--- config.mk ---
export PLATFORM = sky130hd
export DESIGN_NAME = tea_cbc_packer
export DESIGN_NICKNAME = d
export VERILOG_FILES = /design/src/rtl/tea_pkg.sv /design/src/rtl/tea_byte_packer.sv /design/src/rtl/tea_cbc_packer.sv
export SDC_FILE = /design/constraint.sdc
export NUM_CORES = 1
export LEC_CHECK = 0
export BUFFER_PORTS_ARGS = -buffer_cell sky130_fd_sc_hd__buf_4
export CAP_MARGIN = 30
export CORE_ASPECT_RATIO = 0.5
export CORE_MARGIN = 8
export CORE_UTILIZATION = 34
export CTS_CLUSTER_DIAMETER = 80
export CTS_CLUSTER_SIZE = 40
export DETAILED_ROUTE_END_ITERATION = 6
export PLACE_DENSITY = 0.57
export SYNTH_ARGS = -nofsm -noshare
export SYNTH_HDL_FRONTEND = slang
export SYNTH_SLANG_ARGS = --single-unit
export TNS_END_PERCENT = 50
--- constraint.sdc ---
create_clock -name clk -period 6.9 [get_ports clk]
set_clock_uncertainty 0.05 [all_clocks]
set_input_delay 1.035 -clock clk [delete_from_list [all_inputs] [get_ports clk]]
set_output_delay 1.035 -clock clk [all_outputs]
set_load 0.01 [all_outputs]
--- src/rtl/tea_pkg.sv ---
// Shared constants and FSM state type for the TEA CBC packer.
//   BLOCK_W         : cipher block width in bits
//   BYTES_PER_BLOCK : message bytes per block
//   CNT_W           : width of the byte counter (0..BYTES_PER_BLOCK-1)
//   state_e         : packer FSM states
package tea_pkg;

  localparam int unsigned BLOCK_W         = 64;
  localparam int unsigned BYTES_PER_BLOCK = 8;
  localparam int unsigned CNT_W           = 3;

  typedef enum logic [1:0] {
    StFill,
    StStart,
    StWait,
    StOut
  } state_e;

endpackage

--- src/rtl/tea_byte_packer.sv ---
// Assembles message bytes MSB-first into a cipher block and applies the
// count-valued padding when a message ends short of a full block.
//   clk_i, rst_i : clock, synchronous active-high reset
//   ready_i      : bytes may be accepted (FSM in fill state)
//   valid_i      : byte offered
//   data_i       : message byte
//   last_i       : byte is the final one of the message
//   cnt_o        : bytes currently buffered
//   done_o       : the byte accepted this cycle completes a block
//   block_o      : assembled, padded block including the current byte
module tea_byte_packer
  import tea_pkg::*;
(
  input  logic               clk_i,
  input  logic               rst_i,
  input  logic               ready_i,
  input  logic               valid_i,
  input  logic [7:0]         data_i,
  input  logic               last_i,
  output logic [CNT_W-1:0]   cnt_o,
  output logic               done_o,
  output logic [BLOCK_W-1:0] block_o
);

  logic [BLOCK_W-1:0] buf_q, buf_d;
  logic [CNT_W-1:0]   cnt_q, cnt_d;
  logic               accept;
  logic [7:0]         pad_val;

  assign accept  = valid_i && ready_i;
  assign done_o  = accept && (last_i || (cnt_q == CNT_W'(BYTES_PER_BLOCK - 1)));
  assign cnt_o   = cnt_q;
  // With k = cnt_q + 1 bytes present, the remaining bytes carry the value 8 - k.
  assign pad_val = 8'(BYTES_PER_BLOCK - 1) - 8'(cnt_q);

  // Earlier bytes from the buffer, the current byte in slot cnt_q, padding after it.
  // When the block is full the padding slots are empty, so no pad is ever emitted.
  always_comb begin
    block_o = '0;
    for (int i = 0; i < int'(BYTES_PER_BLOCK); i++) begin
      if (i < int'(cnt_q)) begin
        block_o[int'(BLOCK_W) - 1 - 8 * i -: 8] = buf_q[int'(BLOCK_W) - 1 - 8 * i -: 8];
      end else if (i == int'(cnt_q)) begin
        block_o[int'(BLOCK_W) - 1 - 8 * i -: 8] = data_i;
      end else begin
        block_o[int'(BLOCK_W) - 1 - 8 * i -: 8] = pad_val;
      end
    end
  end

  always_comb begin
    buf_d = buf_q;
    cnt_d = cnt_q;
    if (accept) begin
      // Pad bytes written here are overwritten by later bytes of the same block.
      buf_d = block_o;
      cnt_d = done_o ? '0 : cnt_q + 1'b1;
    end
  end

  always_ff @(posedge clk_i) begin
    if (rst_i) begin
      buf_q <= '0;
      cnt_q <= '0;
    end else begin
      buf_q <= buf_d;
      cnt_q <= cnt_d;
    end
  end

endmodule

--- src/rtl/tea_cbc_packer.sv ---
// Byte-stream front end for a TEA block core in CBC mode. Packs bytes into
// 64-bit blocks, XORs with the chain value, drives the core and presents the
// ciphertext downstream.
//   clk, rst                  : clock, synchronous active-high reset
//   in_valid/in_ready/in_data : byte input handshake
//   in_last                   : final byte of a message
//   iv_load, iv               : IV strobe and value (honoured only when idle)
//   core_start                : one-cycle start pulse to the core
//   core_plaintext            : block to encrypt, held until core_done
//   core_done, core_ciphertext: core result (sticky done)
//   out_valid/out_ready       : ciphertext output handshake
//   out_data, out_last        : ciphertext block and end-of-message flag
//   busy                      : anything buffered or in flight
module tea_cbc_packer
  import tea_pkg::*;
(
  input  logic               clk,
  input  logic               rst,
  input  logic               in_valid,
  output logic               in_ready,
  input  logic [7:0]         in_data,
  input  logic               in_last,
  input  logic               iv_load,
  input  logic [BLOCK_W-1:0] iv,
  output logic               core_start,
  output logic [BLOCK_W-1:0] core_plaintext,
  input  logic               core_done,
  input  logic [BLOCK_W-1:0] core_ciphertext,
  output logic               out_valid,
  input  logic               out_ready,
  output logic [BLOCK_W-1:0] out_data,
  output logic               out_last,
  output logic               busy
);

  state_e             state_q, state_d;
  logic [BLOCK_W-1:0] chain_q, chain_d;
  logic [BLOCK_W-1:0] iv_q, iv_d;
  logic [BLOCK_W-1:0] pt_q, pt_d;
  logic [BLOCK_W-1:0] out_data_q, out_data_d;
  logic               last_q, last_d;
  logic               first_q, first_d;

  logic [CNT_W-1:0]   pk_cnt;
  logic               pk_done;
  logic [BLOCK_W-1:0] pk_block;

  logic               fill_empty;
  logic               iv_take;
  logic [BLOCK_W-1:0] chain_eff;

  tea_byte_packer u_packer (
    .clk_i   (clk),
    .rst_i   (rst),
    .ready_i (in_ready),
    .valid_i (in_valid),
    .data_i  (in_data),
    .last_i  (in_last),
    .cnt_o   (pk_cnt),
    .done_o  (pk_done),
    .block_o (pk_block)
  );

  assign fill_empty = (state_q == StFill) && (pk_cnt == '0);
  assign iv_take    = fill_empty && iv_load;
  // A same-cycle IV load applies before a one-byte message's block is formed.
  assign chain_eff  = iv_take ? iv : chain_q;

  assign in_ready       = (state_q == StFill);
  assign core_start     = (state_q == StStart);
  assign out_valid      = (state_q == StOut);
  assign core_plaintext = pt_q;
  assign out_data       = out_data_q;
  assign out_last       = last_q;
  assign busy           = !fill_empty;

  always_comb begin
    state_d    = state_q;
    chain_d    = chain_q;
    iv_d       = iv_q;
    pt_d       = pt_q;
    out_data_d = out_data_q;
    last_d     = last_q;
    first_d    = 1'b0;

    unique case (state_q)
      StFill: begin
        if (iv_take) begin
          iv_d    = iv;
          chain_d = iv;
        end
        if (pk_done) begin
          pt_d    = pk_block ^ chain_eff;
          last_d  = in_last;
          state_d = StStart;
        end
      end
      StStart: begin
        first_d = 1'b1;
        state_d = StWait;
      end
      StWait: begin
        // core_done may still be high from the previous block in the first cycle.
        if (!first_q && core_done) begin
          out_data_d = core_ciphertext;
          chain_d    = core_ciphertext;
          state_d    = StOut;
        end
      end
      StOut: begin
        if (out_ready) begin
          if (last_q) begin
            chain_d = iv_q;
          end
          state_d = StFill;
        end
      end
      default: state_d = StFill;
    endcase
  end

  always_ff @(posedge clk) begin
    if (rst) begin
      state_q    <= StFill;
      chain_q    <= '0;
      iv_q       <= '0;
      pt_q       <= '0;
      out_data_q <= '0;
      last_q     <= 1'b0;
      first_q    <= 1'b0;
    end else begin
      state_q    <= state_d;
      chain_q    <= chain_d;
      iv_q       <= iv_d;
      pt_q       <= pt_d;
      out_data_q <= out_data_d;
      last_q     <= last_d;
      first_q    <= first_d;
    end
  end

endmodule

==> impl_metrics.json <==
{
  "hp-start": "iv_q[30]$_SDFFE_PP0P_",
  "syn_inst": 1716,
  "via_count": 12900,
  "first_global_vias": 12300,
  "p_int_mw": 3.81,
  "post_cts_buffers": 0,
  "rrSetupSlack_ps": 3250,
  "synth_top_area_share_pct": 43.6,
  "synth_nets": 1870,
  "worstReg2RegEnd": "core_plaintext[40]$_SDFFE_PP0P_",
  "wl_per_cell_um": 20.0,
  "swShare_pct": 39.5,
  "clockRootBuffer": "clkbuf_16",
  "max_slew_margin_pct": 35.6,
  "synth_edf_count": 0,
  "maxCapViolations": 0,
  "post_cts_resized": 0,
  "coreArea_um2": 42200,
  "fin_nets": 2019,
  "gp_congestion": 0.761,
  "routed_wl_um": 49100,
  "clock_sinks": 319,
  "mostFrequentLayoutCells": "317 x dfxtp_1, 310 x nand2_1, 292 x buf_4",
  "grt_use_met2_pct": 33.6,
  "crit_type": "reg2out",
  "viasPerCell": 5.25,
  "hold_viol": 0,
  "path_clk_slew_ps": 150,
  "min_to": "iv_q[30]$_SDFFE_PP0P_",
  "grt_max_degree": 121,
  "ys.warnings.count": 0,
  "slowest_stage": "nor2b_1",
  "crit_required_ps": 5810,
  "crit_chain": "buf_4 -> inv_1 -> ha_1 -> nor2b_1 -> nand2_1 -> buf_4",
  "holdWs_ps": 413,
  "synth_area_per_cell_um2": 8.54,
  "portBuffers": 275,
  "die_area_um2": 50400,
  "hp-class": "reg2reg",
  "grt_use_met3_pct": 2.37,
  "grtUsageMet1_pct": 22.5,
  "drt_pass1_iterations": 7,
  "max_clock_freq_mhz": 265,
  "regToRegStartpoint": "u_packer.cnt_o[1]$_SDFFE_PP0P_",
  "htreeDepth": 1,
  "drc_errors": 0,
  "ys.flop_type": "dfxtp_1",
  "power_mw": 6.29,
  "crit_top_cell": "buf_4",
  "fin_crit_ps": 3780,
  "initial_utilization_pct": 34.7,
  "p_per_area_nw_per_um2": 362,
  "leakage_nw": 6.67,
  "worstMarginPinSlew_ps": 967,
  "grt_pass1_wl_um": 74600,
  "fp.dieW_um": 310,
  "layoutNonFillerInstCount": 2451,
  "cts_buffer_depth": 3,
  "drv_slew": 0,
  "track_usage_pct": 18.5,
  "fin_crit_sh_pct": 54.8,
  "final_area_um2": 17400,
  "slowest_delay_ps": 560,
  "drt_iter0_markers": 1063,
  "yosys.area.top_type": "dfxtp_1",
  "cp-end-kind": "output port",
  "antenna_found_initial": 5,
  "run_status": "finished, final reports clean",
  "drt.antenna.violating_nets": 0,
  "pwr-share-seq_pct": 39.2,
  "async_flop_share_pct": 0,
  "cts_buffers": 13,
  "syn_to_final_growth_pct": 18.4,
  "busiest_layer": "met2",
  "dp.cells": 2427,
  "ys_types": 60,
  "ios": 276,
  "p_clk_share_pct": 16.7,
  "overflow": 0,
  "ys_ff_latch": 319,
  "postPlaceCellArea_um2": 16900,
  "synth_area_um2": 14700,
  "ir_worst_vdd_mv": 0.201,
  "min_path_cells": 2,
  "switchingPower_mw": 2.48,
  "yosysSeqAreaShare_pct": 43.6,
  "clk-insertion-delay-late_ps": 550,
  "dpl.hpwl_um": 33800,
  "finalSetupTns_ps": 0,
  "layout_commonest_cell": "dfxtp_1",
  "final_layout_size_suffix_gt1_share_pct": 20.1,
  "power.share.combinational_pct": 44.1,
  "cts_tree": "done",
  "worstSetupStartpointType": "flop",
  "path_max_fanout": 49,
  "cts_hold_buffers": 0,
  "synth_area_leaders": "dfxtp_1 44%, nand2_1 7.9%, a21oi_1 5.2%",
  "worst_ep_arrival_time_ps": 2700,
  "rsz0062_at_grt": "no",
  "fp-row-count": 53,
  "setup_violations": 0,
  "fp.dieH_um": 163,
  "reg2reg_depth": 8
}
[worst max-delay path by stage]
stage	startpoint	endpoint	slack, ps	cells after the start
2_1_floorplan	u_packer.cnt_o[0]$_SDFFE_PP0P_	busy	4420	7
3_3_place_gp	rst	core_plaintext[8]$_SDFFE_PP0P_	3370	5
3_5_place_dp	u_packer.cnt_o[1]$_SDFFE_PP0P_	core_plaintext[40]$_SDFFE_PP0P_	3310	8
4_1_cts	u_packer.cnt_o[1]$_SDFFE_PP0P_	busy	3170	6
5_1_grt	u_packer.cnt_o[1]$_SDFFE_PP0P_	busy	3010	6
6_report	u_packer.cnt_o[1]$_SDFFE_PP0P_	busy	3120	6
[worst max-delay path: cells and delay by family, from the launching register on]
kind / cells / cell delay, ps
flops: 1 / 340
fa+ha+maj: 1 / 450
simple gates: 2 / 720
buf+inv: 3 / 630
[synthesized netlist by cell type, drive strengths merged (14+ instances only)]
cell      n
dfxtp   319
nand2   310
nor2    156
a21oi   152
clkbuf  118
mux2i    81
a211oi   73
a22oi    70
nor3     65
o311a    62
xnor2    49
buf      43
o21ai    35
nand3b   31
nor2b    14
[layout make-up]
cell class	instances	area, um^2
flip-flops and latches	319	6390
diodes	3	7.51
multi-input cells	1229	7540
well taps	577	722
fillers	4297	24900
clock inverters	8	93.8
inverters	7	26.3
clock buffers	13	325
repair buffers	295	2240
[registers in the layout, summed over array words and instances (netlist names)]
register	flops
first_q	1
out_last	1
u_packer.buf_q	56
iv_q	64
state_q	2
u_packer.cnt_o	3
chain_q	64
out_data	64
core_plaintext	64
[metrics by stage]
step                      utilization (%)  worst slack [ps]
after detailed placement             40.1              3310
after CTS                            41.1              3170
after global routing                 41.1              3010
final                                41.1              3120
after floorplan                         -              4420
after global placement               40.0              3370
[metal layers]
metal	up-vias	part of all wire [%]
li1	6334	-
met1	6210	42
met2	251	51
met3	64	3.7
met4	0	3.2
met5	-	0
[power groups by stage]
| stage | combinational [mW] | sequential (mW) | clock, mW |
|---|---|---|---|
| final | 2.77 | 2.46 | 1.05 |
| after global routing | 3.06 | 2.51 | 1.13 |
| after detailed placement | 2.80 | 2.51 | 0 |
| after CTS | 2.81 | 2.47 | 1.08 |
| after floorplan | 2.05 | 2.51 | 0 |
| after global placement | 2.76 | 2.50 | 0 |
[cell families (layout without fill, tap and decap cells)]
group	count (synthesis)	in the layout	share of synthesized area [%]
simple gates	629	629	19.2
xor+xnor	60	60	3.59
mux	84	84	6.40
flops	319	319	43.6
other cells	0	3	0
fa+ha+maj	11	11	0.939
compound gates	445	445	21.0
buf+inv	168	323	5.26
Note: power is estimated with default switching activity, not from simulation.
